[config.mk]
export PLATFORM = sky130hd
export DESIGN_NAME = alu_instr_sequencer_flat
export DESIGN_NICKNAME = d
export VERILOG_FILES = /design/src/rtl/alu_instr_sequencer_if.sv /design/src/rtl/alu_instr_sequencer.sv /design/src/flat_wrapper.sv
export SDC_FILE = /design/constraint.sdc
export NUM_CORES = 1
export LEC_CHECK = 0
export CAP_MARGIN = 20
export CORE_MARGIN = 2
export CORE_UTILIZATION = 38
export CTS_CLUSTER_SIZE = 40
export DETAILED_ROUTE_END_ITERATION = 12
export GPL_TIMING_DRIVEN = 1
export HOLD_SLACK_MARGIN = 0.03
export PLACE_DENSITY = 0.94
export SKIP_CTS_REPAIR_TIMING = 1
export SKIP_LAST_GASP = 1
export SYNTH_ARGS = -nofsm -noshare
export SYNTH_HDL_FRONTEND = slang
export SYNTH_SLANG_ARGS = --single-unit
[constraint.sdc]
create_clock -name Clock -period 4.7 [get_ports Clock]
set_input_delay 0.94 -clock Clock [delete_from_list [all_inputs] [get_ports Clock]]
set_output_delay 0.94 -clock Clock [all_outputs]
set_load 0.01 [all_outputs]
[src/rtl/alu_instr_sequencer_if.sv]
// Control bundle between the instruction sequencer and the CPU datapath.
//   master : sequencer side. Takes Run, MemReady and IR. Drives the datapath strobes,
//            the one-hot register selects, the ALU controls and the status outputs.
//   slave  : datapath/controller side, with the opposite directions.
// Signals:
//   Run, MemReady, IR                               control inputs to the sequencer
//   PCout, MARin, IncPC, Zin, Zlowout, PCin, Read,
//   MDRin, MDRout, IRin, Yin                        single-bit datapath strobes
//   Rout, Rin                                       one-hot GPR bus-drive select and load enable
//   AluOp, AluEn                                    ALU opcode and operation strobe
//   Done, Halted, InstrCount                        completion pulse, sticky halt, instruction count
interface alu_instr_sequencer_if #(
  parameter int W    = 32,
  parameter int NREG = 16,
  parameter int OPW  = 5,
  parameter int CNTW = 16
);
  logic            Run;
  logic            MemReady;
  logic [W-1:0]    IR;
  logic            PCout;
  logic            MARin;
  logic            IncPC;
  logic            Zin;
  logic            Zlowout;
  logic            PCin;
  logic            Read;
  logic            MDRin;
  logic            MDRout;
  logic            IRin;
  logic            Yin;
  logic [NREG-1:0] Rout;
  logic [NREG-1:0] Rin;
  logic [OPW-1:0]  AluOp;
  logic            AluEn;
  logic            Done;
  logic            Halted;
  logic [CNTW-1:0] InstrCount;

  modport master (
    input  Run, MemReady, IR,
    output PCout, MARin, IncPC, Zin, Zlowout, PCin, Read, MDRin, MDRout, IRin, Yin,
    output Rout, Rin, AluOp, AluEn, Done, Halted, InstrCount
  );

  modport slave (
    output Run, MemReady, IR,
    input  PCout, MARin, IncPC, Zin, Zlowout, PCin, Read, MDRin, MDRout, IRin, Yin,
    input  Rout, Rin, AluOp, AluEn, Done, Halted, InstrCount
  );
endinterface

[src/rtl/alu_instr_sequencer.sv]
// Hardwired control-step sequencer for the simple CPU datapath.
//
// Each instruction runs through six control steps:
//   T0: PC -> MAR, and PC+1 -> Z
//   T1: Z -> PC, and the memory read -> MDR (stalls here until MemReady)
//   T2: MDR -> IR
//   T3: Rb -> Y
//   T4: Rc op Y -> Z
//   T5: Z -> Ra
// The supported instructions are the register-register ALU ops "op Ra,Rb,Rc".
// The sequencer runs instructions back to back while Run is high, counts the completed
// instructions, and parks in HALT on an illegal instruction until Reset.
//
// Ports:
//   Clock  in  system clock; all state changes on the rising edge
//   Reset  in  synchronous, active-high; forces IDLE and clears Halted and InstrCount
//   bus    master modport of alu_instr_sequencer_if (strobes, selects, ALU controls, status)
module alu_instr_sequencer #(
  parameter int W          = 32,
  parameter int NREG       = 16,
  parameter int RIW        = 4,
  parameter int OPW        = 5,
  parameter int ALU_OP_MIN = 3,
  parameter int ALU_OP_MAX = 10,
  parameter int CNTW       = 16
) (
  input  logic                  Clock,
  input  logic                  Reset,
  alu_instr_sequencer_if.master bus
);

  // Bit positions of the instruction fields. They are packed from the MSB downward.
  localparam int RA_HI = W - 1 - OPW;
  localparam int RB_HI = RA_HI - RIW;
  localparam int RC_HI = RB_HI - RIW;

  localparam logic [31:0] OP_MIN_U = ALU_OP_MIN;
  localparam logic [31:0] OP_MAX_U = ALU_OP_MAX;
  localparam logic [31:0] NREG_U   = NREG;

  typedef enum logic [2:0] {
    S_IDLE, S_T0, S_T1, S_T2, S_T3, S_T4, S_T5, S_HALT
  } state_t;

  state_t          state;
  logic [CNTW-1:0] instr_count;

  logic [OPW-1:0]  opcode;
  logic [RIW-1:0]  ra;
  logic [RIW-1:0]  rb;
  logic [RIW-1:0]  rc;
  logic            legal;
  logic            unused_ir_bits;

  assign opcode = bus.IR[W-1 -: OPW];
  assign ra     = bus.IR[RA_HI -: RIW];
  assign rb     = bus.IR[RB_HI -: RIW];
  assign rc     = bus.IR[RC_HI -: RIW];

  // The IR bits below the Rc field carry no meaning for these instructions.
  assign unused_ir_bits = ^bus.IR[RC_HI-RIW:0];

  // Expand a register index into a one-hot GPR select. An index at or above NREG gives
  // all zeros, but T3 sends such an instruction to HALT before any select is driven.
  function automatic logic [NREG-1:0] onehot(input logic [RIW-1:0] idx);
    logic [NREG-1:0] sel;
    sel = '0;
    for (int i = 0; i < NREG; i++) begin
      if ({{(32-RIW){1'b0}}, idx} == $unsigned(i)) sel[i] = 1'b1;
    end
    return sel;
  endfunction

  // Legality can be judged only once IR holds the fetched word, which is from T3 onward.
  // The index checks matter only when NREG is smaller than 2**RIW.
  assign legal = ({{(32-OPW){1'b0}}, opcode} >= OP_MIN_U) &&
                 ({{(32-OPW){1'b0}}, opcode} <= OP_MAX_U) &&
                 ({{(32-RIW){1'b0}}, ra} < NREG_U) &&
                 ({{(32-RIW){1'b0}}, rb} < NREG_U) &&
                 ({{(32-RIW){1'b0}}, rc} < NREG_U);

  always_ff @(posedge Clock) begin
    if (Reset) begin
      state       <= S_IDLE;
      instr_count <= '0;
    end else begin
      case (state)
        S_IDLE: if (bus.Run) state <= S_T0;
        S_T0:   state <= S_T1;
        S_T1:   if (bus.MemReady) state <= S_T2;
        S_T2:   state <= S_T3;
        S_T3:   state <= legal ? S_T4 : S_HALT;
        S_T4:   state <= S_T5;
        S_T5: begin
          instr_count <= instr_count + CNTW'(1);
          // Run is checked only here, so a mid-instruction drop never aborts an instruction.
          state       <= bus.Run ? S_T0 : S_IDLE;
        end
        S_HALT: state <= S_HALT;
        default: state <= S_IDLE;
      endcase
    end
  end

  // The outputs are decoded from the registered state. The T3 and T4 selects also depend
  // on the IR written at the end of T2. For that reason they cannot be computed a cycle
  // early and registered.
  always_comb begin
    bus.PCout      = 1'b0;
    bus.MARin      = 1'b0;
    bus.IncPC      = 1'b0;
    bus.Zin        = 1'b0;
    bus.Zlowout    = 1'b0;
    bus.PCin       = 1'b0;
    bus.Read       = 1'b0;
    bus.MDRin      = 1'b0;
    bus.MDRout     = 1'b0;
    bus.IRin       = 1'b0;
    bus.Yin        = 1'b0;
    bus.Rout       = '0;
    bus.Rin        = '0;
    bus.AluOp      = '0;
    bus.AluEn      = 1'b0;
    bus.Done       = 1'b0;
    bus.Halted     = (state == S_HALT);
    bus.InstrCount = instr_count;
    case (state)
      S_T0: begin
        bus.PCout = 1'b1;
        bus.MARin = 1'b1;
        bus.IncPC = 1'b1;
        bus.Zin   = 1'b1;
      end
      S_T1: begin
        // These strobes stay high through a memory stall. PCin reloading the same Z is harmless.
        bus.Zlowout = 1'b1;
        bus.PCin    = 1'b1;
        bus.Read    = 1'b1;
        bus.MDRin   = 1'b1;
      end
      S_T2: begin
        bus.MDRout = 1'b1;
        bus.IRin   = 1'b1;
      end
      S_T3: begin
        if (legal) begin
          bus.Rout = onehot(rb);
          bus.Yin  = 1'b1;
        end
      end
      S_T4: begin
        bus.Rout  = onehot(rc);
        bus.AluEn = 1'b1;
        bus.AluOp = opcode;
        bus.Zin   = 1'b1;
      end
      S_T5: begin
        bus.Zlowout = 1'b1;
        bus.Rin     = onehot(ra);
        bus.Done    = 1'b1;
      end
      default: ;
    endcase
  end

endmodule
[src/flat_wrapper.sv]
// flat-port wrapper written by rule: the top's interface ports become plain ports
module alu_instr_sequencer_flat 
#(
  parameter int W          = 32,
  parameter int NREG       = 16,
  parameter int RIW        = 4,
  parameter int OPW        = 5,
  parameter int ALU_OP_MIN = 3,
  parameter int ALU_OP_MAX = 10,
  parameter int CNTW       = 16
)
  (Clock, Reset, bus_Run, bus_MemReady, bus_IR, bus_PCout, bus_MARin, bus_IncPC, bus_Zin, bus_Zlowout, bus_PCin, bus_Read, bus_MDRin, bus_MDRout, bus_IRin, bus_Yin, bus_Rout, bus_Rin, bus_AluOp, bus_AluEn, bus_Done, bus_Halted, bus_InstrCount);
  alu_instr_sequencer_if #(.W(W), .NREG(NREG), .OPW(OPW), .CNTW(CNTW)) bus_i ();
  input  logic Clock;
  input  logic Reset;
  input wire logic [$bits(bus_i.Run)-1:0] bus_Run;
  input wire logic [$bits(bus_i.MemReady)-1:0] bus_MemReady;
  input wire logic [$bits(bus_i.IR)-1:0] bus_IR;
  output wire logic [$bits(bus_i.PCout)-1:0] bus_PCout;
  output wire logic [$bits(bus_i.MARin)-1:0] bus_MARin;
  output wire logic [$bits(bus_i.IncPC)-1:0] bus_IncPC;
  output wire logic [$bits(bus_i.Zin)-1:0] bus_Zin;
  output wire logic [$bits(bus_i.Zlowout)-1:0] bus_Zlowout;
  output wire logic [$bits(bus_i.PCin)-1:0] bus_PCin;
  output wire logic [$bits(bus_i.Read)-1:0] bus_Read;
  output wire logic [$bits(bus_i.MDRin)-1:0] bus_MDRin;
  output wire logic [$bits(bus_i.MDRout)-1:0] bus_MDRout;
  output wire logic [$bits(bus_i.IRin)-1:0] bus_IRin;
  output wire logic [$bits(bus_i.Yin)-1:0] bus_Yin;
  output wire logic [$bits(bus_i.Rout)-1:0] bus_Rout;
  output wire logic [$bits(bus_i.Rin)-1:0] bus_Rin;
  output wire logic [$bits(bus_i.AluOp)-1:0] bus_AluOp;
  output wire logic [$bits(bus_i.AluEn)-1:0] bus_AluEn;
  output wire logic [$bits(bus_i.Done)-1:0] bus_Done;
  output wire logic [$bits(bus_i.Halted)-1:0] bus_Halted;
  output wire logic [$bits(bus_i.InstrCount)-1:0] bus_InstrCount;
  assign bus_i.Run = bus_Run;
  assign bus_i.MemReady = bus_MemReady;
  assign bus_i.IR = bus_IR;
  assign bus_PCout = bus_i.PCout;
  assign bus_MARin = bus_i.MARin;
  assign bus_IncPC = bus_i.IncPC;
  assign bus_Zin = bus_i.Zin;
  assign bus_Zlowout = bus_i.Zlowout;
  assign bus_PCin = bus_i.PCin;
  assign bus_Read = bus_i.Read;
  assign bus_MDRin = bus_i.MDRin;
  assign bus_MDRout = bus_i.MDRout;
  assign bus_IRin = bus_i.IRin;
  assign bus_Yin = bus_i.Yin;
  assign bus_Rout = bus_i.Rout;
  assign bus_Rin = bus_i.Rin;
  assign bus_AluOp = bus_i.AluOp;
  assign bus_AluEn = bus_i.AluEn;
  assign bus_Done = bus_i.Done;
  assign bus_Halted = bus_i.Halted;
  assign bus_InstrCount = bus_i.InstrCount;
  alu_instr_sequencer #(.W(W), .NREG(NREG), .RIW(RIW), .OPW(OPW), .ALU_OP_MIN(ALU_OP_MIN), .ALU_OP_MAX(ALU_OP_MAX), .CNTW(CNTW)) u_core (.Clock(Clock), .Reset(Reset), .bus(bus_i));
endmodule
==> flow_summary.ini <==
[power]
power_frac_seq_pct = 46.4
sw_frac_of_total_pct = 26.7
power_frac_comb_pct = 23.1
intPower_uw = 272
p_leak_uw = 0.000770
p_sw_uw = 99.2
clockPowerShare_pct = 30.5
powerDensity_nw_per_um2 = 158
peakVddDrop_v = 0.000153

[timing]
fin_ws_ns = 0.344
fin_crit_ns = 4.36
max_slew_margin_pct = 50.5
setup_violations = 0
fin_worst_skew_ns = 0.00163
max_freq_ghz = 0.230
period_share_pct = 92.7
hold_viol = 0
drv_slew = 0
worst_slew_pin_slew_ns = 0.740
rsz0062_at_grt = false
setup_tns_ns = 0

[global_route]
antenna_found_initial = 0
busiest_layer = met2
grtUsageMet3_pct = 3.75
grt.met1_usage_pct = 22.2
grt_pass1_vias = 1583
grt_pass1_wl_mm = 6.99
grt_max_degree = 21
grtUsageTotal_pct = 20.3
grt_overflow_total = 0
use_met2_pct = 38.3

[synthesis]
synth_edf_count = 0
yosysUniqueCellTypes = 43
yosys.area_share.simple_pct = 44.4
synth_top_cell_by_area = dfxtp_1
async_flop_share_pct = 0
synth_compound_area_share_pct = 14.0
synthCells = 197
synth_fa_ha_area_share_pct = 0.862
ys_ff_latch = 19
yosys-top-cells-area = dfxtp_1 26%, nor2_1 7.8%, nand2b_1 4.7%, o31ai_1 4.7%, xnor2_1 3.6%
synth_top_family_by_area = simple AND/OR/NAND/NOR gates
synth_xor_area_share_pct = 6.64
syn_area_um2 = 1450
yosysWarnings = 0
synth.area.mux_share_pct = 1.47
yosysTopAreaCellShare_pct = 26.2
syn_avg_cell_area_um2 = 7.37
synthFlopType = dfxtp_1
syn_nets = 234
yosysSeqAreaShare_pct = 26.2

[clock_tree]
cts_tree = built
root_buffer = clkbuf_8
cts_buffer_depth = 2
h-tree-depth = 1
cts.sinks = 19
path_clk_slew_ns = 0.07
numCtsBuffers = 3
clk_latency_ns = 0.26

[drt]
drc = 0
dr.pass1.iters = 4
antenna_left = 0
detail_route.wirelength_mm = 4.49
routedWlPerCell_um = 13.9
first_iter_violations = 105
vias_per_cell = 5.51
dr_total_vias = 1780

[placement]
gp_congestion = 0.840
post-dp-hpwl_mm = 3.49
numPortBuffers = 87
post-place-ws_ns = 0.369

[critical_path]
end_kind = output pin
crit_arrival_ns = 3.42
critPathMaxFanout = 17
criticalPathCategory = in2out
required_ns = 3.76
start_kind = primary input

[layout]
synthToLayoutAreaGrowth_pct = 61.6
layout_commonest_cell = clkdlybuf4s50_1
num_antenna_cells = 0
final_nets = 313
fillers = 327
layout-drive-gt1-share_pct = 4.73
final_cell_mix = 87 x clkdlybuf4s50_1, 30 x nor2_1, 19 x dfxtp_1

[job]
maxCapViolCount = 0

[floorplan]
dieArea_um2 = 4330
die_x_um = 65.8
rows = 22
coreArea_um2 = 3660
io_pins = 103
start_util_pct = 39.6
die_y_um = 65.8

[hold_path]
min_path_type = reg2reg

[run_status]
status = finished clean
-- metal layers --
| metal | share of wire, % | wire, µm | vias up |
|---|---|---|---|
| met2 | 51 | 2310 | 82 |
| li1 | - | - | 862 |
| met1 | 39 | 1730 | 828 |
| met5 | 0 | 0 | - |
| met4 | 1.2 | 55 | 0 |
| met3 | 8.7 | 392 | 8 |
-- per-stage QoR --
stage / hold WS (ns) / utilization, % / instance area [µm²] / total power (µW) / instances
3_3_place_gp: 0.497 / 62.8 / 2300 / 259 / 319
5_1_grt: 0.566 / 64.0 / 2340 / 388 / 323
2_1_floorplan: 0.506 / - / 1450 / 218 / 197
4_1_cts: 0.520 / 64.0 / 2340 / 373 / 323
3_5_place_dp: 0.509 / 62.8 / 2300 / 261 / 319
6_report: 0.520 / 64.0 / 2340 / 371 / 323
-- flip-flops by register name (all words and copies together), names as in the netlist, named ones only --
register / flops
u_core.bus.InstrCount: 16
u_core.state: 2
-- power groups by stage --
stage / Sequential (µW) / Combinational, µW / Clock (µW)
after floorplan: 169 / 49.1 / 0
after global placement: 176 / 83.8 / 0
after detailed placement: 176 / 85.5 / 0
after CTS: 172 / 85.8 / 115
after global routing: 174 / 92.7 / 121
final: 172 / 85.6 / 113
-- synthesized netlist by cell type, drive strengths merged (2+ instances only) --
cell    count
or4         3
nand2      13
inv         3
o31ai       9
or2         4
or3         6
xor2        5
nor2b       7
o41ai       2
nor2       30
and3        2
clkbuf      3
a21oi       9
buf        10
nand4       7
nand3b      4
nand2b     11
dfxtp      19
nor4        2
nor3        9
and2        5
nand3       8
o32ai       3
xnor2       6
o21ai       5
-- cell families (layout without fill, tap and decap cells) --
family	Yosys count	count (layout)
simple gates	117	117
compound gates	31	31
flops	19	19
buf+inv	16	94
xor+xnor	11	11
mux	2	2
fa+ha+maj	1	1
-- path summary, 6_finish.rpt --
kind	from	slack, ns	cells after the start	endpoint
setup / recovery	bus_IR[28]	0.34	6	bus_Rout[2]
hold / removal	u_core.bus.InstrCount[10]$_SDFFE_PP0P_	0.52	2	u_core.bus.InstrCount[10]$_SDFFE_PP0P_
setup reg to reg	register	2.84	4	u_core.bus.InstrCount[15]$_SDFFE_PP0P_
hold reg to reg	u_core.bus.InstrCount[10]$_SDFFE_PP0P_	0.52	2	u_core.bus.InstrCount[10]$_SDFFE_PP0P_
-- critical path: stages --
cell             delay (ns)
clkdlybuf4s50_1        0.42
a21oi_1                0.20
xor2_1                 0.13
or4_1                  0.69
o41ai_1                0.44
clkdlybuf4s50_1        0.60
-- cell type report --
type | instances | area [µm²] | area share (%)
Clock buffer | 4 | 45.0 | 1.92
Tap cell | 48 | 60.1 | 2.56
Sequential cell | 19 | 380 | 16.2
Inverter | 3 | 11.3 | 0.480
Multi-Input combinational cell | 162 | 977 | 41.7
Timing Repair Buffer | 87 | 871 | 37.1
Note: power is estimated with default switching activity, not from simulation.
